### config.mk
export PLATFORM = sky130hd
export DESIGN_NAME = mips_bus_arb
export DESIGN_NICKNAME = d
export VERILOG_FILES = /design/src/rtl/mips_bus_arb_pkg.sv /design/src/rtl/mips_bus_arb.sv
export SDC_FILE = /design/constraint.sdc
export NUM_CORES = 1
export LEC_CHECK = 0
export CAP_MARGIN = 15
export CORE_MARGIN = 5
export CORE_UTILIZATION = 62
export CTS_BUF_LIST = sky130_fd_sc_hd__clkbuf_16
export DETAILED_ROUTE_END_ITERATION = 16
export DONT_BUFFER_PORTS = 1
export PLACE_DENSITY = 0.78
export SKIP_LAST_GASP = 1
export SLEW_MARGIN = 20
export SYNTH_ARGS = -nofsm -noshare
export SYNTH_HDL_FRONTEND = slang
export SYNTH_SLANG_ARGS = --single-unit
### constraint.sdc
create_clock -name clock -period 2.1 [get_ports clock]
set_input_delay 0.21 -clock clock [delete_from_list [all_inputs] [get_ports clock]]
set_output_delay 0.21 -clock clock [all_outputs]
set_load 0.01 [all_outputs]
### src/rtl/mips_bus_arb_pkg.sv
// Shared definitions for the MIPS core memory-bus side: arbiter state encoding and the
// instruction word presented on op after reset.
package mips_bus_arb_pkg;

  typedef enum logic [1:0] {
    ARB_IDLE = 2'd0,
    ARB_DATA = 2'd1,
    ARB_INST = 2'd2,
    ARB_DONE = 2'd3
  } arb_state_t;

  localparam logic [31:0] MIPS_NOP = 32'h0000_0000;

endpackage

### src/rtl/mips_bus_arb.sv
// Shares a single memory port between the instruction-fetch and data sides of the core,
// stalling the pipeline through hold until every pending access has been served.
module mips_bus_arb
  import mips_bus_arb_pkg::*;
#(
  parameter bit          IFIRST = 1'b0,
  parameter logic [31:0] NOP    = MIPS_NOP
) (
  input  logic        clock,
  input  logic        reset,
  input  logic        ireq,
  input  logic [31:0] PC,
  output logic [31:0] op,
  input  logic [31:0] DA,
  input  logic [3:0]  we,
  input  logic [31:0] DO,
  input  logic        re,
  output logic [31:0] DI,
  output logic        hold,
  output logic [31:0] MA,
  output logic [3:0]  MW,
  output logic [31:0] MO,
  output logic        mreq,
  input  logic [31:0] MI,
  input  logic        mack
);

  arb_state_t  state_q;
  logic        ip_q, dp_q, rd_q;
  logic [31:0] pc_q, da_q, do_q;
  logic [3:0]  we_q;
  logic [31:0] op_q, di_q;
  logic        dreq;

  assign dreq = re | (|we);

  always_ff @(posedge clock) begin
    if (reset) begin
      state_q <= ARB_IDLE;
      ip_q    <= 1'b0;
      dp_q    <= 1'b0;
      rd_q    <= 1'b0;
      pc_q    <= '0;
      da_q    <= '0;
      we_q    <= '0;
      do_q    <= '0;
      op_q    <= NOP;
      di_q    <= '0;
    end else begin
      case (state_q)
        ARB_IDLE: begin
          if (ireq | dreq) begin
            ip_q    <= ireq;
            dp_q    <= dreq;
            rd_q    <= re;
            pc_q    <= PC;
            da_q    <= DA;
            we_q    <= we;
            do_q    <= DO;
            state_q <= (dreq && (!IFIRST || !ireq)) ? ARB_DATA : ARB_INST;
          end
        end
        ARB_DATA: begin
          if (mack) begin
            if (rd_q) di_q <= MI;
            dp_q    <= 1'b0;
            state_q <= ip_q ? ARB_INST : ARB_DONE;
          end
        end
        ARB_INST: begin
          if (mack) begin
            op_q    <= MI;
            ip_q    <= 1'b0;
            state_q <= dp_q ? ARB_DATA : ARB_DONE;
          end
        end
        ARB_DONE: state_q <= ARB_IDLE;
        default:  state_q <= ARB_IDLE;
      endcase
    end
  end

  // Bus outputs decode straight from the registered state and operand latch, so they
  // cannot move while a transfer waits for mack.
  always_comb begin
    mreq = 1'b0;
    MW   = '0;
    MA   = da_q;
    hold = 1'b0;
    case (state_q)
      ARB_IDLE: hold = ireq | dreq;
      ARB_DATA: begin
        mreq = 1'b1;
        hold = 1'b1;
        MW   = we_q;
      end
      ARB_INST: begin
        mreq = 1'b1;
        hold = 1'b1;
        MA   = pc_q;
      end
      default: ;
    endcase
  end

  assign MO = do_q;
  assign op = op_q;
  assign DI = di_q;

endmodule

=== Yosys cells after proc, flatten, opt, wreduce, memory -nomap -nowiden ===
Cells that the tools add are included.

* Register bits after elaboration: 169
* Bits of input ports: 137
* Output and inout port bits: 134
* Word-level logic and storage cells: 45

* Equal/unequal tests: 6
* Muxes and demuxes: 16
* Bitwise logic cells: 2
* Reduce and logical (&&, ||, !) cells: 11

{| class="wikitable"
|+ Operators by type and width
! kind !! count
|-
| 32-bit 2-to-1 mux || 1
|-
| 3-bit AND reduction || 4
|-
| 2-bit 2-to-1 mux || 5
|-
| 2-bit one-hot mux with 4 select lines || 1
|-
| 2-bit != test (second input constant) || 3
|-
| 1-bit one-hot mux with 2 select lines || 3
|-
| 1-bit 2-to-1 mux || 5
|-
| 2-bit equality test (second input constant) || 2
|-
| 4-bit 2-to-1 mux || 1
|-
| 2-bit AND reduction || 2
|-
| 2-bit nonzero test || 2
|-
| 4-bit OR reduction || 1
|-
| 2-bit by 1-bit equality test with 1-bit output (second input constant) || 1
|-
| 2-bit zero test || 1
|-
| 1-bit bitwise OR || 2
|-
| 2-bit OR reduction || 1
|}

=== Longest topological paths before layout ===
* Word-level depth: 5
* Gate-level depth with buffers: 9
* Gate-level depth less buffers: 6

=== Worst setup path after synthesis ===
No wires, ideal clock.

* Path kind: register to output
* Start point: register state_q[0]
* End point: output port MA[10]
* Data arrival time: 1.571 ns
* Data required time: 1.890 ns
* Slack: 0.319 ns
* Cell stages (with the launch flop): 6
* Buffers on the path: 2
* Cell sequence: dfxtp_1 > inv_1 > ha_1 > clkbuf_1 > buf_1 > mux2_2

* Word-level cells in the longest chain between the ends: 2

{| class="wikitable"
|+ RTL lines
! item !! line !! source
|-
| from (decl) || mips_bus_arb.sv:28 || <nowiki>arb_state_t state_q;</nowiki>
|-
| from (signal assigned) || mips_bus_arb.sv:60 || <nowiki>state_q <= (dreq && (!IFIRST || !ireq)) ? ARB_DATA : ARB_INST;</nowiki>
|-
| from (signal assigned) || mips_bus_arb.sv:67 || <nowiki>state_q <= ip_q ? ARB_INST : ARB_DONE;</nowiki>
|-
| from (signal assigned) || mips_bus_arb.sv:74 || <nowiki>state_q <= dp_q ? ARB_DATA : ARB_DONE;</nowiki>
|-
| 2-bit equality test || mips_bus_arb.sv:90 || <nowiki>case (state_q)</nowiki>
|-
| 32-bit 2-to-1 mux || mips_bus_arb.sv:90 ||
|-
| to (decl) || mips_bus_arb.sv:20 || <nowiki>output logic [31:0] MA,</nowiki>
|}

No other way between the ends.

=== Worst setup path in the final report ===
* Start point: register state_q[0]
* End point: output port MA[12]

The elaborated chain is that of the path after synthesis.

==> out/results.tsv <==
stage	metric	value	unit
outcome	status	complete, but fails checks	
outcome	failed_checks	hold timing	
finish	finalNetCount	921	
logic_synthesis	synth.area.top_cells	dfxtp_1 (52%), nand2_1 (19%), a21oi_1 (13%)	
finish	layout_commonest_cell	nand2_1	
grt	grt_max_degree	170	
logic_synthesis	synth-compound-area-share	0.145	
flow_run	cap_violations	0	
power	power_density	1500	nW/µm²
worst_setup_path	cp-start-kind	flop	
place	placed_area	6440	µm²
clock_tree	clock_path_buffers	2	
finish	layout.cells.non_filler	926	
logic_synthesis	synth_area_leader_cell	dfxtp_1	
die	die_area	12500	µm²
worst_setup_path	crit_required	1.89	ns
die	row_count	37	
grt	grt_pass1_wl	25900	µm
grt	grt_pass1_vias	5073	
place	dpl.hpwl	11700	µm
timing	fin_crit	2.00	ns
clock_tree	cts-root-buf	clkbuf_16	
finish	final_cell_mix	nand2_1 (332), dfxtp_1 (169), a21oi_1 (168)	
place	place.gp.congestion	0.827	
logic_synthesis	yosysUniqueCellTypes	28	
finish	final_area	7010	µm²
timing	max_slew_margin	0.673	
timing	skew	0.00872	ns
logic_synthesis	synth-seq-area-share	0.525	
clock_tree	htreeDepth	4	
finish	num_antenna_cells	0	
route	vias_per_cell	5.67	
logic_synthesis	async_flop_share	0	
timing	rsz0062_at_grt	false	
timing	fmax	500	MHz
grt	antenna_found_initial	0	
place	portBuffers	0	
route	vias	5246	
route	route.detailed.drc	0	
route	first_pass_iters	5	
logic_synthesis	synth_ff_type	dfxtp_1	
die	start_util	0.630	
timing	tightest_slew	0.491	ns
logic_synthesis	synth_fa_ha_area_frac	0.00970	
timing	hold_viol	165	
clock_tree	cts_tree	built	
place	pre_cts_ws	0.192	ns
route	wire_per_inst	18.0	µm
worst_setup_path	worstPathArrival	1.79	ns
route	drtAntennaViolNets	0	
clock_tree	clock_latency	0.41	ns
clock_tree	cts-buffers-inserted	17	
timing	holdWs	-0.130	ns
logic_synthesis	synth_mux_area_frac	0.0592	
finish	area_delta_synth_final	8.71	%
logic_synthesis	syn_nets	947	
worst_setup_path	cp_max_fo	29	
finish	final_layout_size_suffix_gt1_frac	0.101	
worst_setup_path	path_class	flop to primary output	
logic_synthesis	ys_seq_elements	169	
logic_synthesis	synth_xor_area_frac	0	
die	die_h	112	µm
die	die_width	112	µm
logic_synthesis	syn-mean-instance-area	8.01	µm²
route	drt_iter0_markers	412	
timing	setup-violations-final	0	
die	core-area	10200	µm²
power	vdd_drop_max	0.815	mV
hold_path	min_path_type	input pin to flop	
route	wirelength	16700	µm
logic_synthesis	ys.warnings.count	0	
grt	track_usage	0.254	
die	ioPinCount	271	
logic_synthesis	syn_inst	805	
timing	layout_setup_ws	0.0996	ns
clock_tree	clkSinkCount	169	
place	post-place-cells	893	
timing	finalCritPeriodShare	0.953	
power	p_leak	2.64	nW
logic_synthesis	synth-simple-area-share	0.213	
logic_synthesis	netlist.area_leader.share	0.525	
grt	overflow	0	
logic_synthesis	synth_top_family_by_area	simple AND/OR/NAND/NOR gates	
logic_synthesis	syn-cell-area	6450	µm²
logic_synthesis	synth_edf_count	0	
clock_tree	path_clk_slew	0.06	ns
worst_setup_path	worst_setup_path_end_kind	primary output	
timing	slew_violations	0	
[flip-flops by register name, indices dropped and copies added (netlist names)]
name / flops
dp_q: 1
ip_q: 1
rd_q: 1
DI: 32
MO: 32
state_q: 2
pc_q: 32
op: 32
we_q: 4
da_q: 32
[cells by family after synthesis]
family,count (synthesis)
compound gates,178
fa+ha+maj,5
buf+inv,64
flops,169
mux,34
simple gates,355
[critical path: stages (launching register included)]
cell,delay (ns)
dfxtp_1,0.34
inv_1,0.15
ha_4,0.24
buf_12,0.21
mux2_2,0.40
[where the power goes]
group          switching [mW]  leakage [nW]  internal (mW)
Sequential              0.549          1.38           3.91
Clock                    1.20         0.260           1.59
Combinational            2.05         0.997           1.22
[layout make-up]
class | count | area [µm²]
inverters | 3 | 11.3
fillers | 825 | 3220
flip-flops and latches | 169 | 3380
multi-input cells | 572 | 2780
well taps | 136 | 170
repair buffers | 16 | 145
clock buffers | 17 | 425
clock inverters | 13 | 93.8
[worst paths after layout]
| check | startpoint | endpoint | slack, ns | cells after the start |
|---|---|---|---|---|
| setup / recovery | state_q[0] | MA[12] | 0.1 | 4 |
| hold / removal | reset | pc_q[6] | -0.13 | 1 |
| setup reg to reg | state_q[0] | state_q[1] | 0.24 | 6 |
| hold reg to reg | pc_q[16] | pc_q[16] | 0.45 | 2 |
[metrics by stage]
stage	hold WS [ns]	util	total power, mW	TNS, ns
3_3_place_gp	0.295	0.630	7.48	0
6_report	-0.130	0.685	10.5	0
3_5_place_dp	0.296	0.630	7.68	0
4_1_cts	-0.140	0.682	10.4	-0.102
2_1_floorplan	0.346	-	7.08	0
5_1_grt	-0.152	0.685	11.1	0
[cells in the mapped netlist, types with 2 or more instances]
| master | n |
|---|---|
| nand2_1 | 332 |
| o21ai_0 | 3 |
| clkbuf_1 | 41 |
| inv_1 | 3 |
| buf_1 | 3 |
| dfxtp_1 | 169 |
| ha_1 | 5 |
| and2_1 | 6 |
| mux2_2 | 33 |
| o21ba_2 | 2 |
| buf_4 | 9 |
| a21oi_1 | 168 |
| nand3_1 | 2 |
| nor2_1 | 7 |
| buf_2 | 4 |
| buf_6 | 4 |
| nor3_1 | 3 |
[layer usage]
metal  global-route usage  wire length, µm  vias up
met5                    0                0        -
met4               0.0857              292        0
met3                0.102             1810       27
met2                0.425             8300      268
met1                0.298             6310     2398
li1                     -                -     2553
[timing repair]
item	in CTS	in global routing
setup endpoints to repair	30	30
setup buffers	0	3
gates resized for setup	2	2
hold endpoints to repair	169	169
Power figures use the tool's default switching activity.
